<file path="config.mk">
export PLATFORM = sky130hd
export DESIGN_NAME = memory_access
export DESIGN_NICKNAME = d
export VERILOG_FILES = /design/src/rtl/memory_access.sv
export SDC_FILE = /design/constraint.sdc
export NUM_CORES = 1
export LEC_CHECK = 0
export ABC_AREA = 0
export CAP_MARGIN = 20
export CORE_ASPECT_RATIO = 0.75
export CORE_MARGIN = 4
export CORE_UTILIZATION = 38
export CTS_CLUSTER_DIAMETER = 50
export DETAILED_ROUTE_END_ITERATION = 7
export GPL_ROUTABILITY_DRIVEN = 1
export PLACE_DENSITY = 0.91
export SYNTH_ARGS = -nofsm -noshare
export SYNTH_HDL_FRONTEND = slang
export SYNTH_SLANG_ARGS = --single-unit
</file>
<file path="constraint.sdc">
create_clock -name clk -period 2 [get_ports clk]
set_input_delay 0.5 -clock clk [delete_from_list [all_inputs] [get_ports clk]]
set_output_delay 0.5 -clock clk [all_outputs]
set_load 0.005 [all_outputs]
</file>
<file path="src/rtl/memory_access.sv">
// memory_access: pipeline memory stage with a two-state (IDLE/WAIT) request handshake.
// Non-memory ops pass through in one cycle. A load or store issues a registered
// request and stalls the earlier stages until mem_ack arrives.
// Optional feature: define MEMORY_ACCESS_TIMEOUT_EN to abort a WAIT that lasts
// TIMEOUT_CYCLES cycles without an ack. An abort sets the sticky mem_fault flag.
module memory_access #(
    parameter int TIMEOUT_CYCLES = 255
) (
    input  logic        clk,
    input  logic        rst,
    input  logic [15:0] result,
    input  logic [15:0] addr,
    input  logic [15:0] store_data,
    input  logic [2:0]  opcode_out,
    input  logic [2:0]  tgt_out,
    input  logic        bubble_out,
    input  logic        halt_out,
    output logic        mem_req,
    output logic        mem_we,
    output logic [15:0] mem_addr,
    output logic [15:0] mem_wdata,
    input  logic        mem_ack,
    input  logic [15:0] mem_rdata,
    output logic [15:0] mem_result_out,
    output logic [2:0]  mem_tgt,
    output logic        mem_bubble_out,
    output logic        mem_halt_out,
    output logic        stall,
    output logic        mem_fault
);

    typedef enum logic {S_IDLE = 1'b0, S_WAIT = 1'b1} state_t;

    state_t      state_q, state_d;
    logic        req_q, req_d;
    logic        we_q, we_d;
    logic [15:0] addr_q, addr_d;
    logic [15:0] wdata_q, wdata_d;
    logic [15:0] res_q, res_d;
    logic [2:0]  tgt_q, tgt_d;
    logic        bub_q, bub_d;
    logic        halt_q, halt_d;

    logic valid;
    logic memop;
    logic is_lw;
    logic timeout_hit;

    assign valid = !bubble_out;
    assign memop = valid && (opcode_out == 3'b100 || opcode_out == 3'b101);
    assign is_lw = (opcode_out == 3'b101);

`ifdef MEMORY_ACCESS_TIMEOUT_EN
    localparam logic [7:0] TIMEOUT_LAST = 8'(TIMEOUT_CYCLES - 1);

    logic [7:0] cnt_q, cnt_d;
    logic       fault_q, fault_d;

    assign timeout_hit = (state_q == S_WAIT) && (cnt_q == TIMEOUT_LAST) && !mem_ack;
    assign mem_fault   = fault_q;

    // Timeout counter: cleared on entry to WAIT, advances on every WAIT cycle without an ack.
    always_comb begin
        cnt_d   = cnt_q;
        fault_d = fault_q | timeout_hit;
        if (state_q == S_IDLE && memop) begin
            cnt_d = 8'd0;
        end else if (state_q == S_WAIT && !mem_ack) begin
            cnt_d = cnt_q + 8'd1;
        end
    end

    // Timeout counter and sticky fault flag registers.
    always_ff @(posedge clk) begin
        if (rst) begin
            cnt_q   <= 8'd0;
            fault_q <= 1'b0;
        end else begin
            cnt_q   <= cnt_d;
            fault_q <= fault_d;
        end
    end
`else
    // TIMEOUT_CYCLES only matters when the timeout feature is built in.
    logic unused_timeout_param;
    assign unused_timeout_param = ^TIMEOUT_CYCLES;
    assign timeout_hit          = 1'b0;
    assign mem_fault            = 1'b0;
`endif

    // The upstream stages hold while a request is being issued or is still outstanding.
    assign stall = (state_q == S_IDLE && memop) ||
                   (state_q == S_WAIT && !mem_ack && !timeout_hit);

    // State register. A reset abandons any outstanding request.
    always_ff @(posedge clk) begin
        if (rst) begin
            state_q <= S_IDLE;
        end else begin
            state_q <= state_d;
        end
    end

    // Next-state logic.
    always_comb begin
        state_d = state_q;
        case (state_q)
            S_IDLE: if (memop) state_d = S_WAIT;
            S_WAIT: if (mem_ack || timeout_hit) state_d = S_IDLE;
            default: state_d = S_IDLE;
        endcase
    end

    // Output next-values. Every bubble forces tgt to 0 so that it never forwards.
    always_comb begin
        req_d   = req_q;
        we_d    = we_q;
        addr_d  = addr_q;
        wdata_d = wdata_q;
        res_d   = res_q;
        tgt_d   = tgt_q;
        bub_d   = bub_q;
        halt_d  = halt_q;
        case (state_q)
            S_IDLE: begin
                if (memop) begin
                    req_d   = 1'b1;
                    we_d    = (opcode_out == 3'b100);
                    addr_d  = addr;
                    wdata_d = store_data;
                    bub_d   = 1'b1;
                    tgt_d   = 3'd0;
                    halt_d  = 1'b0;
                end else begin
                    req_d   = 1'b0;
                    res_d   = result;
                    tgt_d   = valid ? tgt_out : 3'd0;
                    bub_d   = bubble_out;
                    halt_d  = halt_out && valid;
                end
            end
            S_WAIT: begin
                if (mem_ack) begin
                    req_d  = 1'b0;
                    res_d  = is_lw ? mem_rdata : addr;
                    tgt_d  = is_lw ? tgt_out : 3'd0;
                    bub_d  = 1'b0;
                    halt_d = halt_out;
                end else if (timeout_hit) begin
                    req_d  = 1'b0;
                    bub_d  = 1'b1;
                    tgt_d  = 3'd0;
                    halt_d = 1'b0;
                end else begin
                    bub_d  = 1'b1;
                    tgt_d  = 3'd0;
                end
            end
            default: ;
        endcase
    end

    // Registered request and writeback outputs.
    always_ff @(posedge clk) begin
        if (rst) begin
            req_q   <= 1'b0;
            we_q    <= 1'b0;
            addr_q  <= 16'd0;
            wdata_q <= 16'd0;
            res_q   <= 16'd0;
            tgt_q   <= 3'd0;
            bub_q   <= 1'b1;
            halt_q  <= 1'b0;
        end else begin
            req_q   <= req_d;
            we_q    <= we_d;
            addr_q  <= addr_d;
            wdata_q <= wdata_d;
            res_q   <= res_d;
            tgt_q   <= tgt_d;
            bub_q   <= bub_d;
            halt_q  <= halt_d;
        end
    end

    assign mem_req        = req_q;
    assign mem_we         = we_q;
    assign mem_addr       = addr_q;
    assign mem_wdata      = wdata_q;
    assign mem_result_out = res_q;
    assign mem_tgt        = tgt_q;
    assign mem_bubble_out = bub_q;
    assign mem_halt_out   = halt_q;

endmodule

</file>
==> summary by stage <==
Run status
The flow ran to the end, and the final reports show no timing, DRC or antenna violations.

STA
The slew at the pin closest to its max-slew limit is about 0.66 ns. The worst clock skew on the final layout is 0.00273 ns. The minimum clock period is between 1.5 and 2 ns.

Static timing analysis puts the maximum clock frequency at between 500 and 600 MHz. The number of setup violations in the final report is 0. The final-report max-slew violation count is 0.

Dividing the final minimum period by the clock period gives 0.985. The relative slew slack is 0.557. Setup repair after global routing left no endpoint under its margin. Setup total negative slack on the finished layout was measured at 0 ns. The final count of hold timing violations is 0.

Place
Routability-driven placement finished with a final weighted congestion of between 0.8 and 0.9. The total of buffers placed on input and output ports is 130. Detailed placement ended at an HPWL of around 5.8 mm. The number of instances in the placed design is 480.

Routing
The vias per cell is 5.16. The count of TritonRoute iterations in the first routing pass is 4. In this run the remaining antenna-violating nets after routing total 0. The final route contains about 2,500 vias. The remaining design rule violation count is 0. For this block, the initial DRC count from the detailed router was 96. The routed design has about 7.6 mm of wire.

Dividing the detail-routed wire length by the instance count gives between 15 and 20 um.

Setup path
Data on the critical path is required at its endpoint by approximately 1.5 ns. The peak per-stage delay on the critical path is between 0.5 and 0.6 ns. The reg-to-reg critical path startpoint is state_q$_SDFF_PP0_.

Walking the worst path, the cells encountered are dlygate4sd2_1 > or4b_4 > nand2_4 > buf_2. The length in cells of the worst reg-to-reg path is 5. STA classifies the critical path startpoint as an input port. The type of the setup path with the least slack is in -> out. Together, buffers and inverters on the worst path number 2.

The worst endpoint data arrival time is approximately 1.5 ns. Of all nets on the critical path, the largest fanout is 2. For this design, the slowest cell found on the critical path is sky130_fd_sc_hd__or4b_4.

The family with the most delay on the worst path is simple AND/OR/NAND/NOR gates. The endpoint of the worst register-to-register path is mem_we$_SDFFE_PP0P_. The sort of element at the end of the critical path is an output port. In this run the register-to-register setup slack is ~0.26 ns.

Synth
The synthesized-area fraction occupied by ao, oa, aoi and oai cells came to 0.224. The netlist uses 27 different library cells. By area, the combinational part of the netlist is dominated by compound AO/OA/AOI/OAI gates. Of the total synthesized cell area, the portion taken by AND, OR, NAND and NOR gates is 0.216. The post-synth design cell area is about 2300 um^2.

After technology mapping, the gate count stands at 281. The synthesized netlist net count is roughly 360. The portion of synthesized area spent on multiplexers is 0.00482. After synthesis, the mean cell area works out to slightly above 8 um^2. For this run, the register share of the synthesized area comes to 0.480. The synthesized flop and latch total is 56. The synthesis warning total is 0. The XOR/XNOR share of the synthesized area is 0. The proportion of netlist area held by the largest area contributor is 0.480.

Of the total synthesized cell area, the portion taken by full adders, half adders and majority gates is 0. The cell type with the highest aggregate area in the netlist is sky130_fd_sc_hd__dfxtp_1. By area the synthesized netlist is led by sky130_fd_sc_hd__dfxtp_1 (48%), sky130_fd_sc_hd__nand2_1 (13%), sky130_fd_sc_hd__a21oi_1 (6.9%).

CTS
The number of buffers inserted during clock tree synthesis is 5. The TritonCTS clock tree is built. The clock latency on the worst-skew pair is ~0.30 ns. Clock-pin slew was measured on the worst setup and hold paths at 0.10 ns.

The clock tree root buffer cell is sky130_fd_sc_hd__clkbuf_8. The maximum number of buffers from clock root to sink is 2. Buffers inserted to repair hold after CTS numbered 0.

The H-tree generated during clock tree synthesis spans 2 levels. The TritonCTS sink count is between 50 and 60.

Cells and area
The number of nets at the end of the flow is a little under 500. In the final layout, the share of cells above drive strength 1 is 0.115. After the flow finishes, the layout carries non-filler instances totaling approximately 490. The area taken by flip-flops and latches is approximately 1100 um^2. The layout overhead on the synthesized area is 65.8%. The fill cell total of the finished layout is 491. The footprint of the multi-input gates is around 1100 um^2. The antenna diode count is 0.

Power and ir drop
The worst voltage drop across the vdd grid is approximately 0.33 mV. Of the total power, combinational logic draws 0.206. The cell internal power dissipation is approximately 1.8 mW. The switching power as a share of total power is 0.243. The power density over the cells is 598 nW/um^2. The switching power summed over all nets is between 0.5 and 0.6 mW. The clock group share of total power is 0.276. Of the total power, registers draw 0.518. The leakage component of the power is roughly 1.4 nW.

Overall power consumption after layout is estimated at roughly 2.3 mW.

Worst hold path
The number of instances on the worst hold path is 2. The startpoint identified for the worst hold timing path is mem_wdata[15]$_SDFFE_PP0P_. The min-delay analysis places its worst path in the category reg -> reg.

For hold timing, the worst endpoint is mem_wdata[15]$_SDFFE_PP0P_.

Floorplan
The floorplan die area is 7480 um^2. The horizontal extent of the die is around 99 um. The starting density of the core is 0.397. The floorplan die height is about 76 um. In this run the core area contains 24 standard-cell rows. Pin placement for this block handled roughly 130 I/O pins.

After floorplanning, the core was sized to cover a little under 6000 um^2.

Global route
The number of antenna violations at the first check in global routing came to 0. The largest net degree at the start of global routing is 40. The number of global-route vias before repair is 2,515.

The wire length of the first global-routing pass is ~12 mm. In the global route stage, overall resource usage came out at 0.200. After global routing the overflow that remains totals 0.

Run
The tool flagged a number of max-cap violations equal to 0.
==> per-layer routing <==
layer  track usage  vias to the layer above  share of wire  wire, um
li1              -                     1212              -         -
met1         0.234                     1174           0.41      3130
met2         0.353                      121           0.48      3660
met3        0.0668                       11          0.099       760
met4        0.0636                        0          0.011        84
met5             0                        -              0         0
==> synth_stat cells <==
library cell               instances
sky130_fd_sc_hd__dfxtp_1          56
sky130_fd_sc_hd__conb_1            1
sky130_fd_sc_hd__o21a_1            1
sky130_fd_sc_hd__buf_6             1
sky130_fd_sc_hd__nor2_1            3
sky130_fd_sc_hd__mux2_2            1
sky130_fd_sc_hd__buf_2             5
sky130_fd_sc_hd__inv_1            17
sky130_fd_sc_hd__o221ai_1         16
sky130_fd_sc_hd__nand2_1          81
sky130_fd_sc_hd__a22oi_1           1
sky130_fd_sc_hd__a211oi_1          1
sky130_fd_sc_hd__a32o_1           16
sky130_fd_sc_hd__buf_1             2
sky130_fd_sc_hd__a21oi_1          32
sky130_fd_sc_hd__nand2b_1          2
sky130_fd_sc_hd__or2_2            17
sky130_fd_sc_hd__a32oi_1           1
sky130_fd_sc_hd__or4b_1            1
sky130_fd_sc_hd__clkbuf_1         15
sky130_fd_sc_hd__a21oi_4           1
sky130_fd_sc_hd__nor3_1            3
sky130_fd_sc_hd__nor3b_2           1
sky130_fd_sc_hd__buf_4             1
sky130_fd_sc_hd__nor4b_4           1
sky130_fd_sc_hd__o21ai_0           3
sky130_fd_sc_hd__and3b_1           1
==> placed cells by master (no fill, tap or decap), drive strengths merged <==
| cell | Yosys | final |
|---|---|---|
| dlygate4sd2 | 0 | 3 |
| conb | 1 | 1 |
| mux2 | 1 | 1 |
| inv | 17 | 17 |
| nand2 | 81 | 81 |
| a21oi | 33 | 33 |
| a22oi | 1 | 1 |
| o21a | 1 | 1 |
| or2 | 17 | 17 |
| o221ai | 16 | 16 |
| a32o | 16 | 16 |
| and3b | 1 | 1 |
| nor3 | 3 | 3 |
| nor4b | 1 | 1 |
| a32oi | 1 | 1 |
| nor2 | 3 | 3 |
| nor3b | 1 | 1 |
| dfxtp | 56 | 56 |
| clkbuf | 15 | 6 |
| a211oi | 1 | 1 |
| nand2b | 2 | 2 |
| or4b | 1 | 1 |
| clkdlybuf4s50 | 0 | 126 |
| buf | 9 | 16 |
| o21ai | 3 | 3 |
| clkinvlp | 0 | 2 |
==> worst max-delay path by stage <==
| stage | startpoint | end | slack, ns | cells after the start |
|---|---|---|---|---|
| finish | bubble_out | stall | 0.03 | 4 |
| global route | bubble_out | stall | 0.001 | 4 |
| detailed placement | bubble_out | stall | -0.59 | 4 |
| CTS | opcode_out[1] | stall | 0.01 | 4 |
| floorplan | bubble_out | stall | 0.07 | 4 |
| global placement | bubble_out | stall | -0.60 | 4 |
==> state kept, by name, indices dropped and copies added, names as in the netlist <==
| name | cells |
|---|---|
| mem_addr | 16 |
| mem_result_out | 16 |
| mem_wdata | 16 |
| mem_tgt | 3 |
| mem_bubble_out | 1 |
| mem_halt_out | 1 |
| mem_req | 1 |
| mem_we | 1 |
| state_q | 1 |
==> stage by stage <==
step | hold slack, ns | cell area [um^2] | worst slack (ns) | utilization
final | 0.462 | 3870 | 0.0300 | 0.658
after global routing | 0.479 | 3870 | 0.00101 | 0.658
after CTS | 0.463 | 3870 | 0.0123 | 0.658
after detailed placement | 0.450 | 3760 | -0.586 | 0.639
after global placement | 0.442 | 3760 | -0.602 | 0.639
after floorplan | 0.453 | 2330 | 0.0718 | -
==> power groups by stage <==
stage               registers, mW  logic, mW  clock network (mW)
finish                       1.20      0.477               0.638
global route                 1.20      0.516               0.700
CTS                          1.20      0.481               0.667
detailed placement           1.22      0.477                   0
global placement             1.22      0.468                   0
floorplan                    1.23      0.155                   0
==> layout make-up <==
| cell class | count | area share |
|---|---|---|
| Sequential cell | 56 | 0.290 |
| Timing Repair Buffer | 145 | 0.370 |
| Clock inverter | 2 | 0.00388 |
| Inverter | 17 | 0.0165 |
| Tap cell | 78 | 0.0252 |
| Multi-Input combinational cell | 184 | 0.274 |
| Clock buffer | 6 | 0.0213 |
==> worst min-delay path, stage by stage, from the launching register on <==
cell and delay (ns):
sky130_fd_sc_hd__dfxtp_1 0.32, sky130_fd_sc_hd__nand2_1 0.05, sky130_fd_sc_hd__a21oi_1 0.05
==> cells by family (layout without fill, tap and decap cells) <==
logic type | Yosys count | after routing
buffers and inverters | 41 | 170
AOI/OAI and AO/OA | 72 | 72
muxes | 1 | 1
and+or+nand+nor | 110 | 110
other | 1 | 1
DFF | 56 | 56
==> timing repair <==
item | CTS | global route
buffers inserted | 0 | 0
pin swaps | 2 | 2
resized for setup | 11 | 0
setup endpoints to repair | 17 | 1
Power figures use the tool's default switching activity.
